### config.mk
export PLATFORM = sky130hd
export DESIGN_NAME = expr_lane_pipe
export DESIGN_NICKNAME = d
export VERILOG_FILES = /design/src/rtl/expr_lane_pipe_pkg.sv /design/src/rtl/expr_lane_pipe_alu.sv /design/src/rtl/expr_lane_pipe.sv
export SDC_FILE = /design/constraint.sdc
export NUM_CORES = 1
export LEC_CHECK = 0
export BUFFER_PORTS_ARGS = -buffer_cell sky130_fd_sc_hd__buf_2
export CAP_MARGIN = 20
export CORE_MARGIN = 8
export CORE_UTILIZATION = 54
export CTS_CLUSTER_SIZE = 20
export DETAILED_ROUTE_END_ITERATION = 6
export PLACE_DENSITY = 0.74
export SLEW_MARGIN = 20
export SYNTH_ARGS = -nofsm -noshare
export SYNTH_HDL_FRONTEND = slang
export SYNTH_SLANG_ARGS = --single-unit
export TNS_END_PERCENT = 20
### constraint.sdc
create_clock -name clk -period 10.62 [get_ports clk]
set_clock_uncertainty 0.1 [all_clocks]
set_input_delay 1.593 -clock clk [delete_from_list [all_inputs] [get_ports clk]]
set_output_delay 1.593 -clock clk [all_outputs]
set_load 0.05 [all_outputs]
### src/rtl/expr_lane_pipe_pkg.sv
// ---------------------------------------------------------------------------
// expr_lane_pipe_pkg
//
// Shared definitions for the expr_lane_pipe block:
//   op_e    - per-lane 3-bit opcode (ADD, SUB, AND, XRED, LT, SHR, MIN, MAX)
//   OP_W    - width of one lane opcode field
//   COUNT_W - width of the completed-transaction counter
//
// Optional feature macro used by the block: EXPR_LANE_PIPE_SAT_EN
// ---------------------------------------------------------------------------
package expr_lane_pipe_pkg;

  typedef enum logic [2:0] {
    OP_ADD  = 3'd0,
    OP_SUB  = 3'd1,
    OP_AND  = 3'd2,
    OP_XRED = 3'd3,
    OP_LT   = 3'd4,
    OP_SHR  = 3'd5,
    OP_MIN  = 3'd6,
    OP_MAX  = 3'd7
  } op_e;

  localparam int OP_W    = 3;
  localparam int COUNT_W = 16;

endpackage

### src/rtl/expr_lane_pipe_alu.sv
// ---------------------------------------------------------------------------
// expr_lane_alu
//
// Combinational single-lane ALU. Both operands are extended to W+1 bits
// according to the lane signedness, so every result comes out already
// extended to the output width.
//
// Parameters:
//   W      - operand width (>= 2)
//   SIGNED - 1: operands and result are two's-complement, 0: unsigned
//
// Ports:
//   a   in  [W-1:0]  operand A
//   b   in  [W-1:0]  operand B
//   op  in  [2:0]    opcode (op_e)
//   y   out [W:0]    result, extended per lane signedness
//   sat out          ADD/SUB result was clamped (only with saturation)
//
// Macro EXPR_LANE_PIPE_SAT_EN: when defined, ADD and SUB are clamped to the
// W-bit range of the lane and sat reports the clamp; otherwise ADD/SUB give
// the full W+1-bit result and sat is always 0.
// ---------------------------------------------------------------------------
module expr_lane_alu
  import expr_lane_pipe_pkg::*;
#(
  parameter int W      = 6,
  parameter bit SIGNED = 1'b0
) (
  input  logic [W-1:0] a,
  input  logic [W-1:0] b,
  input  logic [2:0]   op,
  output logic [W:0]   y,
  output logic         sat
);

  localparam logic [31:0] W_U = 32'(W);

  logic [W:0]  w_a_ext;
  logic [W:0]  w_b_ext;
  logic [W:0]  w_sum;
  logic [W:0]  w_diff;
  logic [31:0] w_bmod;
  logic [W:0]  w_shr_s;
  logic [W:0]  w_shr_u;
  logic        w_lt_s;
  logic        w_lt_u;
  logic        w_lt;

  // One extra bit is enough for ADD/SUB to never wrap, which is what makes
  // the full-width result and the overflow test below exact.
  assign w_a_ext = SIGNED ? {a[W-1], a} : {1'b0, a};
  assign w_b_ext = SIGNED ? {b[W-1], b} : {1'b0, b};

  assign w_sum  = w_a_ext + w_b_ext;
  assign w_diff = w_a_ext - w_b_ext;

  // The shift amount treats b as a plain bit pattern, reduced modulo W.
  assign w_bmod = 32'(b) % W_U;

  // Kept as separate assigns so the signed shift is evaluated in a purely
  // signed expression context.
  assign w_shr_s = $signed(w_a_ext) >>> w_bmod;
  assign w_shr_u = w_a_ext >> w_bmod;

  assign w_lt_s = $signed(w_a_ext) < $signed(w_b_ext);
  assign w_lt_u = w_a_ext < w_b_ext;
  assign w_lt   = SIGNED ? w_lt_s : w_lt_u;

`ifdef EXPR_LANE_PIPE_SAT_EN
  logic [W:0] w_hi;
  logic [W:0] w_lo;
  logic       w_add_ovf;
  logic       w_sub_ovf;
  logic [W:0] w_add_clamp;
  logic [W:0] w_sub_clamp;

  // W-bit range limits of the lane, already extended to W+1 bits.
  assign w_hi = SIGNED ? {2'b00, {(W-1){1'b1}}} : {1'b0, {W{1'b1}}};
  assign w_lo = SIGNED ? {2'b11, {(W-1){1'b0}}} : {(W+1){1'b0}};

  // Signed: the W+1-bit result leaves the W-bit range when its top two bits
  // differ. Unsigned: bit W is the carry (ADD) or borrow (SUB).
  assign w_add_ovf = SIGNED ? (w_sum[W] ^ w_sum[W-1]) : w_sum[W];
  assign w_sub_ovf = SIGNED ? (w_diff[W] ^ w_diff[W-1]) : w_diff[W];

  // Unsigned ADD can only overflow upward and unsigned SUB only downward;
  // for signed lanes bit W carries the true sign of the result.
  assign w_add_clamp = (SIGNED && w_sum[W]) ? w_lo : w_hi;
  assign w_sub_clamp = (!SIGNED || w_diff[W]) ? w_lo : w_hi;
`endif

  // Result select per opcode.
  always_comb begin
    y   = '0;
    sat = 1'b0;
    case (op_e'(op))
      OP_ADD: begin
        y = w_sum;
`ifdef EXPR_LANE_PIPE_SAT_EN
        if (w_add_ovf) begin
          y   = w_add_clamp;
          sat = 1'b1;
        end
`endif
      end
      OP_SUB: begin
        y = w_diff;
`ifdef EXPR_LANE_PIPE_SAT_EN
        if (w_sub_ovf) begin
          y   = w_sub_clamp;
          sat = 1'b1;
        end
`endif
      end
      OP_AND:  y = w_a_ext & w_b_ext;
      OP_XRED: y = {{W{1'b0}}, ^{a, b}};
      OP_LT:   y = {{W{1'b0}}, w_lt};
      OP_SHR:  y = SIGNED ? w_shr_s : w_shr_u;
      OP_MIN:  y = w_lt ? w_a_ext : w_b_ext;
      OP_MAX:  y = w_lt ? w_b_ext : w_a_ext;
      default: y = '0;
    endcase
  end

endmodule

### src/rtl/expr_lane_pipe.sv
// ---------------------------------------------------------------------------
// expr_lane_pipe
//
// Multi-lane expression evaluator with a two-stage elastic pipeline.
// Stage 1 holds the accepted operands/opcodes, stage 2 holds the lane ALU
// results. One transaction per cycle is sustained; out_y/out_sat/out_count
// hold while the consumer stalls.
//
// Parameters:
//   W           - operand width per lane (>= 2)
//   LANES       - number of lanes
//   SIGNED_MASK - bit i set: lane i is two's-complement
//
// Ports:
//   clk        in   rising-edge clock
//   rst_n      in   asynchronous active-low reset
//   in_valid   in   transaction offered
//   in_ready   out  transaction accepted when in_valid && in_ready
//   in_a       in   [W*LANES]      operand A, lane i at [i*W +: W]
//   in_b       in   [W*LANES]      operand B, same packing
//   in_op      in   [3*LANES]      lane opcode, lane i at [i*3 +: 3]
//   out_valid  out  result available
//   out_ready  in   consumer accepts when out_valid && out_ready
//   out_y      out  [(W+1)*LANES]  lane i result at [i*(W+1) +: W+1]
//   out_sat    out  [LANES]        per-lane saturation flag
//   out_count  out  [16]           completed output transactions (wraps)
//
// Macro EXPR_LANE_PIPE_SAT_EN: enables ADD/SUB saturation in the lane ALUs.
// Without it out_sat is constant 0.
// ---------------------------------------------------------------------------
module expr_lane_pipe
  import expr_lane_pipe_pkg::*;
#(
  parameter int               W           = 6,
  parameter int               LANES       = 4,
  parameter logic [LANES-1:0] SIGNED_MASK = 4'b1010
) (
  input  logic                     clk,
  input  logic                     rst_n,
  input  logic                     in_valid,
  output logic                     in_ready,
  input  logic [W*LANES-1:0]       in_a,
  input  logic [W*LANES-1:0]       in_b,
  input  logic [OP_W*LANES-1:0]    in_op,
  output logic                     out_valid,
  input  logic                     out_ready,
  output logic [(W+1)*LANES-1:0]   out_y,
  output logic [LANES-1:0]         out_sat,
  output logic [COUNT_W-1:0]       out_count
);

  localparam int YW = (W + 1) * LANES;

  logic                    r_s1_valid;
  logic [W*LANES-1:0]      r_s1_a;
  logic [W*LANES-1:0]      r_s1_b;
  logic [OP_W*LANES-1:0]   r_s1_op;

  logic                    r_s2_valid;
  logic [YW-1:0]           r_s2_y;
  logic [LANES-1:0]        r_s2_sat;

  logic [COUNT_W-1:0]      r_count;

  logic                    w_s2_load;
  logic                    w_s1_load;
  logic                    w_emit;
  logic [YW-1:0]           w_alu_y;
  logic [LANES-1:0]        w_alu_sat;

  // Stage 2 can take a new entry if it is empty or being drained this cycle.
  // Stage 1 can take a new entry if it is empty or moving into stage 2, which
  // makes in_ready combinational from out_ready and gives full throughput
  // with only two registers of buffering.
  assign w_s2_load = !r_s2_valid || out_ready;
  assign w_s1_load = !r_s1_valid || w_s2_load;
  assign w_emit    = r_s2_valid && out_ready;

  assign in_ready  = w_s1_load;
  assign out_valid = r_s2_valid;
  assign out_y     = r_s2_y;
  assign out_sat   = r_s2_sat;
  assign out_count = r_count;

  // One ALU per lane, signedness fixed at elaboration from SIGNED_MASK.
  for (genvar gi = 0; gi < LANES; gi++) begin : g_lane
    expr_lane_alu #(
      .W      (W),
      .SIGNED (SIGNED_MASK[gi])
    ) u_alu (
      .a   (r_s1_a[gi*W +: W]),
      .b   (r_s1_b[gi*W +: W]),
      .op  (r_s1_op[gi*OP_W +: OP_W]),
      .y   (w_alu_y[gi*(W+1) +: W+1]),
      .sat (w_alu_sat[gi])
    );
  end

  // Stage 1: operand/opcode register. The valid bit follows in_valid whenever
  // the stage is allowed to load; data only moves on a real accept so idle
  // cycles do not disturb the held operands.
  always_ff @(posedge clk or negedge rst_n) begin
    if (!rst_n) begin
      r_s1_valid <= 1'b0;
      r_s1_a     <= '0;
      r_s1_b     <= '0;
      r_s1_op    <= '0;
    end else if (w_s1_load) begin
      r_s1_valid <= in_valid;
      if (in_valid) begin
        r_s1_a  <= in_a;
        r_s1_b  <= in_b;
        r_s1_op <= in_op;
      end
    end
  end

  // Stage 2: result register. While stalled (valid and out_ready low) nothing
  // loads, so the visible result stays stable.
  always_ff @(posedge clk or negedge rst_n) begin
    if (!rst_n) begin
      r_s2_valid <= 1'b0;
      r_s2_y     <= '0;
      r_s2_sat   <= '0;
    end else if (w_s2_load) begin
      r_s2_valid <= r_s1_valid;
      if (r_s1_valid) begin
        r_s2_y   <= w_alu_y;
        r_s2_sat <= w_alu_sat;
      end
    end
  end

  // Completed-transaction counter; wraps silently at the top of its range.
  always_ff @(posedge clk or negedge rst_n) begin
    if (!rst_n) begin
      r_count <= '0;
    end else if (w_emit) begin
      r_count <= r_count + 1'b1;
    end
  end

endmodule
==> metrics.yaml, run 1 <==
die_area_um2: 24600
min_path_cells: 2
critical-path-slowest-cell: "dfrtp_1"
worstReg2RegEnd: "out_y[10]$_DFFE_PN0P_"
grt_pass1_wl_um: 46300
clk_latency_ps: 370
gr-usage-all-layers_pct: 22.6
critPathMaxFanout: 14
hold_path.class: "flop to flop"
cts_tree: "built"
synth_edf_count: 0
num-fill-cells: 1725
period_needed_ps: 4710
wl_um: 27700
ff2ff_path_depth: 15
synthTopCellsByArea: "dfrtp_1 25%, ha_1 9.2%, mux2_2 7.4%"
sequentialPowerShare_pct: 27.3
drtIter0Drc: 741
syn_avg_cell_area_um2: 8.48
netlist_area_um2: 10700
setup_violations: 0
synth_cell_types: 88
postCtsSetupBuffers: 0
slowest_delay_ps: 630
htree_levels: 3
whs_endpoint: "out_y[6]$_DFFE_PN0P_"
num_vias: 9749
final_cells: 1582
ys_ff_latch: 106
cts_buffers: 9
nets: 1463
path_common_cell: "a31oi_1"
p_clk_share_pct: 14.6
via_per_inst: 6.16
grt_pass1_vias: 9416
outcome: "finished clean"
multi_input_area_um2: 7430
swShare_pct: 49.5
yosysTopAreaCell: "dfrtp_1"
grt_max_degree: 61
rows: 51
p_total_mw: 2.40
yosysMostFrequentCell: "dfrtp_1"
async_flop_share_pct: 100
synth_warnings: 0
leakage_nw: 5.06
gp_congestion: 0.935
finalMaxSlewViolations: 0
dr.pass1.iters: 5
end_kind: "flop"
cp-start-kind: "flop"
placed_cell_area_um2: 11300
p_int_mw: 1.21
syn_inst: 1260
numPortBuffers: 109
pin_count: 114
crit_chain: "clkinv_1 > ha_1 > or2_2 > a211oi_1 > o21ai_0 > a41oi_1 > a31oi_1 > ha_1 > inv_1 > xnor3_1 > a31oi_1 > o31ai_1 > nor3_1 > mux2i_1 > a31oi_1"
clock_path_buffers: 2
regArea_um2: 2650
antenna_found_initial: 0
dp_cells: 1566
die_height_um: 157
synth_top_area_share_pct: 24.8
rsz0062_at_grt: "no"
yosysSeqAreaShare_pct: 24.8
grt.overflow.total: 0
cts_root_buffer: "clkbuf_16"
cts_resized: 0
antenna_cells: 0
p_switching_mw: 1.19
power_density_nw_per_um2: 207
drc: 0
min_period_over_period_pct: 44.3
path_clk_slew_ps: 80
path_class: "flop to flop"
synthTopCellsByCount: "106 x dfrtp_1, 93 x nor2_1, 86 x nand2_1"
synthToLayoutAreaGrowth_pct: 8.34
hp-start: "out_y[6]$_DFFE_PN0P_"
ys.flop_type: "dfrtp_1"
combPwrFrac_pct: 58.1
max_freq_ghz: 0.213
worst_pin_slew_ps: 1000
critical_path_required_ps: 10750
clkSinkCount: 106
tns_ps: 0
die_x_um: 157
initial_utilization_pct: 54.9
core-area_um2: 19500
drv_cap: 0
hold_viol_final: 0
worst_slew_margin_rel_pct: 32.4
reg2reg_slack_ps: 5910
final_antenna_net_count: 0
drive_gt1_share_pct: 16.9
wl_per_cell_um: 17.5
design_area_um2: 11600
cts_hold_buf: 0
ir_drop_v: 0.000188
hpwlAfterDp_um: 20500
cp.arrival_ps: 4830
rr_startpoint: "r_s1_b[8]$_DFFE_PN0P_"
-- layout by cell type (no fill, tap or decap), types with 30 or more instances in the layout --
| cell | instances |
|---|---|
| ha_1 | 79 |
| buf_2 | 108 |
| mux2_2 | 70 |
| o21ai_0 | 73 |
| inv_1 | 78 |
| a21oi_1 | 81 |
| xnor2_1 | 59 |
| nand3_1 | 30 |
| nor2_1 | 93 |
| dfrtp_1 | 106 |
| mux2i_1 | 41 |
| nand2_1 | 85 |
-- area by class of cell --
cell class                 instances  area share, %
clock buffer                       9           1.95
clock inverter                     7          0.584
inverter                          79           2.56
multi-input combinational       1004           64.2
sequential                       106           22.9
tap                              265           2.86
timing repair buffer             112           4.93
-- worst max-delay path: cells and delay by family, from the launching register on --
kind / cells / cell delay, ps
compound gates: 7 / 1570
flops: 1 / 630
simple gates: 2 / 590
fa+ha+maj: 2 / 560
buf+inv: 2 / 480
xor+xnor: 1 / 390
mux: 1 / 240
-- through the flow --
| step | util [%] | hold WS, ps | setup WS, ps |
|---|---|---|---|
| finish | 59.5 | 374 | 5910 |
| global placement | 58.0 | 354 | 6180 |
| floorplan | - | 371 | 6400 |
| global route | 59.5 | 404 | 5450 |
| CTS | 59.5 | 378 | 5980 |
| detailed placement | 58.0 | 357 | 6010 |
-- how the worst max path moves through the flow --
stage	end	from	depth (start not counted)
CTS	out_y[10]$_DFFE_PN0P_	r_s1_b[8]$_DFFE_PN0P_	15
global placement	out_y[11]$_DFFE_PN0P_	r_s1_b[8]$_DFFE_PN0P_	15
floorplan	out_y[11]$_DFFE_PN0P_	r_s1_b[8]$_DFFE_PN0P_	17
finish	out_y[10]$_DFFE_PN0P_	r_s1_b[8]$_DFFE_PN0P_	15
detailed placement	out_y[10]$_DFFE_PN0P_	r_s1_b[8]$_DFFE_PN0P_	15
global route	out_y[8]$_DFFE_PN0P_	r_s1_b[8]$_DFFE_PN0P_	15
-- sequential cells by signal, indices dropped and copies added, names as in the netlist --
signal and cells:
out_count 16, r_s1_a 24, r_s1_valid 1, r_s1_op 12, r_s1_b 24, out_y 28, out_valid 1
-- power by group through the flow --
stage | Combinational (mW) | Sequential [mW] | Clock (mW)
2_1_floorplan | 0.984 | 0.753 | 0
3_3_place_gp | 1.36 | 0.658 | 0
3_5_place_dp | 1.38 | 0.659 | 0
4_1_cts | 1.38 | 0.652 | 0.356
5_1_grt | 1.53 | 0.674 | 0.367
6_report | 1.40 | 0.654 | 0.351
-- per-layer routing --
| layer | vias up | wire (um) | global-route usage, % |
|---|---|---|---|
| met5 | - | 0 | 0 |
| met4 | 0 | 458 | 6.96 |
| met3 | 44 | 1720 | 3.89 |
| met2 | 341 | 12900 | 37.4 |
| met1 | 4641 | 12700 | 29.6 |
| li1 | 4723 | - | - |
-- logic make-up (layout without fill, tap and decap cells) --
logic type	Yosys count	count (layout)	share of synthesized area, %
other	1	4	0.0351
multiplexers	113	113	11.5
adder cells (fa/ha/maj)	87	87	10.7
AO/OA/AOI/OAI	370	370	23.9
AND/OR/NAND/NOR	347	347	16.2
buffers and inverters	153	207	5.76
flip-flops	106	106	24.8
XOR/XNOR	83	83	7.06
Power figures use the tool's default switching activity.
==> inputs of run 2 (changes only) <==
--- a/config.mk
+++ b/config.mk
@@ -5,13 +5,14 @@
 export SDC_FILE = /design/constraint.sdc
 export NUM_CORES = 1
 export LEC_CHECK = 0
+export ABC_AREA = 1
 export BUFFER_PORTS_ARGS = -buffer_cell sky130_fd_sc_hd__buf_2
 export CAP_MARGIN = 20
 export CORE_MARGIN = 8
 export CORE_UTILIZATION = 54
 export CTS_CLUSTER_SIZE = 20
 export DETAILED_ROUTE_END_ITERATION = 6
-export PLACE_DENSITY = 0.74
+export PLACE_DENSITY = 0.77
 export SLEW_MARGIN = 20
 export SYNTH_ARGS = -nofsm -noshare
 export SYNTH_HDL_FRONTEND = slang
==> constraint.sdc (replaced) <==
create_clock -name clk -period 4.3 [get_ports clk]
set_clock_uncertainty 0.1 [all_clocks]
set_input_delay 0.645 -clock clk [delete_from_list [all_inputs] [get_ports clk]]
set_output_delay 0.645 -clock clk [all_outputs]
set_load 0.05 [all_outputs]
==> metrics.yaml, run 2 <==
dr.pass1.iters: 5
initial_utilization_pct: 54.6
crit_buf_inv: 4
hpwlAfterDp_um: 22500
drv_cap: 0
critical-path-slowest-cell: "dfrtp_2"
async_flop_share_pct: 100
power_density_nw_per_um2: 561
cp.arrival_ps: 4040
drive_gt1_share_pct: 15.7
via_per_inst: 5.53
critPathMaxFanout: 9
yosysSeqAreaShare_pct: 25.1
ir_drop_v: 0.000421
p_int_mw: 2.96
core-area_um2: 19300
slowest_delay_ps: 470
finalMaxSlewViolations: 0
combPwrFrac_pct: 64.4
synthToLayoutAreaGrowth_pct: 10.9
leakage_nw: 6.08
drc: 0
timing.hold.ws_ps: 230
hold_path.class: "input port to asynchronous set/reset pin"
end_kind: "flop"
htree_levels: 3
yosysTopAreaCell: "dfrtp_1"
synthTopCellsByArea: "dfrtp_1 25%, nand2_1 12%, ha_1 9.4%"
numPortBuffers: 109
sequentialPowerShare_pct: 22.9
antenna_cells: 0
p_clk_share_pct: 12.7
synth_top_area_share_pct: 25.1
outcome: "finished clean"
cts_root_buffer: "clkbuf_16"
die_x_um: 156
syn_inst: 1543
hold_viol_final: 0
path_class: "flop to flop"
rows: 51
swShare_pct: 54.9
ys.flop_type: "dfrtp_1"
clk_latency_ps: 370
max_freq_ghz: 0.258
cp-start-kind: "flop"
p_switching_mw: 3.60
netlist_area_um2: 10600
pin_count: 114
gp_congestion: 0.939
yosysMostFrequentCell: "nand2_1"
wl_per_cell_um: 15.1
worst_slew_margin_rel_pct: 29.8
num_vias: 10600
rsz0062_at_grt: "no"
startpoint: "r_s1_b[19]$_DFFE_PN0P_"
path_clk_slew_ps: 80
antenna_found_initial: 0
clock_path_buffers: 2
grt_pass1_vias: 10100
cts_buffers: 9
gr-usage-all-layers_pct: 24.2
synthTopCellsByCount: "325 x nand2_1, 186 x inv_1, 145 x nor2_1"
nets: 1798
synth_edf_count: 0
final_common_cell: "nand2_1"
mostFrequentLayoutCells: "324 x nand2_1, 185 x inv_1, 145 x nor2_1"
grt.overflow.total: 0
period_needed_ps: 3880
die_height_um: 156
min_period_over_period_pct: 90.3
ff2ff_path_depth: 29
ys_ff_latch: 106
wl_um: 28900
grt_max_degree: 76
rr_startpoint: "r_s1_b[19]$_DFFE_PN0P_"
final_antenna_net_count: 0
grt_pass1_wl_um: 48800
syn_avg_cell_area_um2: 6.84
clkSinkCount: 106
path_common_cell: "nand2_1"
num-fill-cells: 1867
worst_pin_slew_ps: 1050
synth_warnings: 0
synth_cell_types: 62
setup_violations: 0
die_area_um2: 24300
largest_register_ffs: 28
drtIter0Drc: 1034
critical-path-top-delay-family: "simple AND/OR/NAND/NOR gates"
cts_tree: "built"
tns_ps: 0
critical_path_required_ps: 4460
crit_cells: 29
p_total_mw: 6.56
run 2: changes by cell type after synthesis, sizes merged, moves of 43 or more:
cell	change
a21oi	+63
inv	+132
mux2	-68
nand2	+268
nand3	+77
nor2	+68
o21ai	+43
run 2: power groups by stage:
stage	Combinational, mW	Clock [mW]	Sequential (mW)
CTS	4.21	0.855	1.50
finish	4.23	0.835	1.50
global route	4.72	0.892	1.54
global placement	4.13	0	1.51
detailed placement	4.18	0	1.51
floorplan	2.79	0	1.97
run 2: final cells by class:
class                      count  area [um2]  area share, %
clock buffer                   9         225           1.92
clock inverter                 7        62.6          0.534
inverter                     215         811           6.93
multi-input combinational   1190        6960           59.4
sequential                   106        2660           22.7
tap                          265         332           2.83
timing repair buffer         125         666           5.69
run 2: metal layers:
layer  vias to the layer above  share of wire [%]  GRT usage, %
met2                       315                 47          40.6
met5                         -                  0             0
li1                       5319                  -             -
met1                      4936                 46          32.1
met4                         0                1.7          6.84
met3                        36                5.1          2.99
run 2: repair_timing:
action / 4_1_cts / 5_1_grt
hold buffers: 0 / 0
setup buffers: 0 / 0
endpoints found under the setup margin: 0 / 9
gates resized for setup: 0 / 3
run 2: final timing paths:
| check | end | slack (ps) |
|---|---|---|
| max in group asynchronous | r_s1_b[12]$_DFFE_PN0P_ | 2990 |
| hold reg to reg | out_y[11]$_DFFE_PN0P_ | 380 |
| setup / recovery | out_y[21]$_DFFE_PN0P_ | 420 |
| min in group clk | out_y[11]$_DFFE_PN0P_ | 380 |
| setup reg to reg | out_y[21]$_DFFE_PN0P_ | 420 |
| hold / removal | out_count[12]$_DFFE_PN0P_ | 230 |
run 2: logic make-up (layout without fill, tap and decap cells):
| logic type | count (synthesis) | count (layout) | synth area share (%) |
|---|---|---|---|
| buffers and inverters | 250 | 356 | 9.13 |
| flip-flops | 106 | 106 | 25.1 |
| other | 1 | 4 | 0.0355 |
| multiplexers | 3 | 3 | 0.320 |
| XOR/XNOR | 64 | 64 | 5.69 |
| adder cells (fa/ha/maj) | 87 | 87 | 10.9 |
| AND/OR/NAND/NOR | 696 | 696 | 30.2 |
| AO/OA/AOI/OAI | 336 | 336 | 18.6 |
run 2: metrics by stage:
stage | utilization (%) | cells | cell area [um2] | setup slack, ps
after CTS | 60.5 | 1917 | 11700 | 318
after global placement | 59.0 | 1900 | 11400 | 445
after global routing | 60.5 | 1917 | 11700 | 5.31
final | 60.5 | 1917 | 11700 | 417
after floorplan | - | 1546 | 10600 | 720
after detailed placement | 59.0 | 1901 | 11400 | 382
==> inputs of run 3 (changes only) <==
--- a/config.mk
+++ b/config.mk
@@ -12,7 +12,7 @@
 export CORE_UTILIZATION = 54
 export CTS_CLUSTER_SIZE = 20
 export DETAILED_ROUTE_END_ITERATION = 6
-export PLACE_DENSITY = 0.77
+export PLACE_DENSITY = 0.74
 export SLEW_MARGIN = 20
 export SYNTH_ARGS = -nofsm -noshare
 export SYNTH_HDL_FRONTEND = slang
==> constraint.sdc (replaced) <==
create_clock -name clk -period 3.8 [get_ports clk]
set_clock_uncertainty 0.1 [all_clocks]
set_input_delay 0.57 -clock clk [delete_from_list [all_inputs] [get_ports clk]]
set_output_delay 0.57 -clock clk [all_outputs]
set_load 0.05 [all_outputs]
==> metrics.yaml, run 3 (synthesis results as in run 2) <==
drtIter0Drc: 782
critPathMaxFanout: 7
wl_um: 29800
htree_levels: 3
final_antenna_net_count: 0
antenna_found_initial: 0
design_area_um2: 12200
num-fill-cells: 1809
antenna_cells: 0
leakage_nw: 6.29
cts_buffers: 9
cp-start-kind: "flop"
outcome: "finished clean"
num_vias: 10800
drv_cap: 0
clock_path_buffers: 2
wl_per_cell_um: 15.2
postLayoutSetupSlackWorst_ps: 277
cts_hold_buf: 0
clkSinkCount: 106
core-area_um2: 19300
hpwlAfterDp_um: 23200
setup_violations: 0
initial_utilization_pct: 54.6
met2WireLength_um: 14300
cts_root_buffer: "clkbuf_16"
final_common_cell: "nand2_1"
cts_tree: "built"
rsz0062_at_grt: "yes"
reg2reg_slack_ps: 280
synthToLayoutAreaGrowth_pct: 15.2
placed_cell_area_um2: 11700
tns_ps: 0
numPortBuffers: 109
power_density_nw_per_um2: 633
die_area_um2: 24300
grt_pass1_vias: 10100
pin_count: 114
ir_drop_v: 0.000438
nets: 1839
die_height_um: 156
p_total_mw: 7.69
highest_layer: "met4"
period_needed_ps: 3520
grt.overflow.total: 0
dr.pass1.iters: 5
rows: 51
mostFrequentLayoutCells: "318 x nand2_1, 181 x inv_1, 143 x nor2_1"
startpoint: "r_s1_b[3]$_DFFE_PN0P_"
hold_viol_final: 0
end_kind: "flop"
wl_met1_um: 13300
min_period_over_period_pct: 92.7
via_per_inst: 5.53
drive_gt1_share_pct: 18.8
cp.arrival_ps: 3660
drc: 0
largest_register_ffs: 28
rr_startpoint: "r_s1_b[3]$_DFFE_PN0P_"
worst_slew_margin_rel_pct: 22.9
worst_pin_slew_ps: 1150
dp_slack_ps: 4.96
finalMaxSlewViolations: 0
hold_path.class: "input port to asynchronous set/reset pin"
critical_path_required_ps: 3940
path_class: "flop to flop"
die_x_um: 156
gp_congestion: 0.976
grt_pass1_wl_um: 48400
final_util_pct: 62.8
path_clk_slew_ps: 70
max_freq_ghz: 0.284
clk_latency_ps: 360
dr_wl_met3_um: 1580
grt_max_degree: 61
gr-usage-all-layers_pct: 24.1
-- run 3: cell count changes in the layout (fill, tap and decap cells not counted), moves of 4 or more --
cell and change:
buf_4 +40, inv_1 -4, nand2_1 -6, nand2_2 +4
-- run 3: path summary, 6_finish.rpt --
kind,endpoint,depth (start not counted)
max,out_y[5]$_DFFE_PN0P_,24
min,out_count[14]$_DFFE_PN0P_,1
max reg2reg,out_y[5]$_DFFE_PN0P_,24
min reg2reg,out_count[15]$_DFFE_PN0P_,1
max in group asynchronous,r_s1_b[10]$_DFFE_PN0P_,2
min in group clk,r_s1_a[15]$_DFFE_PN0P_,2
-- run 3: worst max-delay path, stage by stage (launching register included) --
cell	delay [ps]
dfrtp_2	420
inv_1	70
ha_1	180
nand3_1	150
nand2_2	100
nand2_1	150
nand3_4	120
nor2_2	140
nand2_1	90
nand2_1	80
nand2_2	70
inv_2	80
nand2_2	90
nand4_1	120
nand2_1	100
nor3_1	190
nand3_1	180
nand2_4	150
nand2_1	60
o21ai_1	230
nor2_2	120
nand3_1	130
nand4_1	90
o21ai_1	120
inv_1	80
-- run 3: cell type report --
| cell class | instances | area [um2] | area share (%) |
|---|---|---|---|
| sequential | 106 | 2660 | 21.9 |
| clock inverter | 7 | 77.6 | 0.638 |
| tap | 265 | 332 | 2.73 |
| timing repair buffer | 166 | 1000 | 8.24 |
| multi-input combinational | 1190 | 7040 | 57.9 |
| clock buffer | 9 | 225 | 1.85 |
| inverter | 215 | 816 | 6.71 |
-- run 3: power breakdown --
part	internal, mW	switching [mW]
clock network	0.517	0.455
registers	1.39	0.264
logic	1.65	3.42
total	3.55	4.14
-- run 3: layer usage --
| layer | global-route usage, % | vias to the layer above |
|---|---|---|
| met3 | 3.71 | 36 |
| met4 | 6.65 | 0 |
| met2 | 40.9 | 325 |
| met5 | 0 | - |
| met1 | 31.1 | 5061 |
| li1 | - | 5399 |
-- run 3: stage by stage --
step,instances,hold slack [ps]
finish,1958,181
global route,1958,248
CTS,1952,204
detailed placement,1936,362
global placement,1936,355
floorplan,1546,174
-- run 3: what timing repair did --
action | CTS | global route
gates cloned | 0 | 0
setup endpoints to repair | 2 | 21
buffers inserted | 0 | 6
pin swaps | 0 | 8
gates resized for setup | 1 | 32
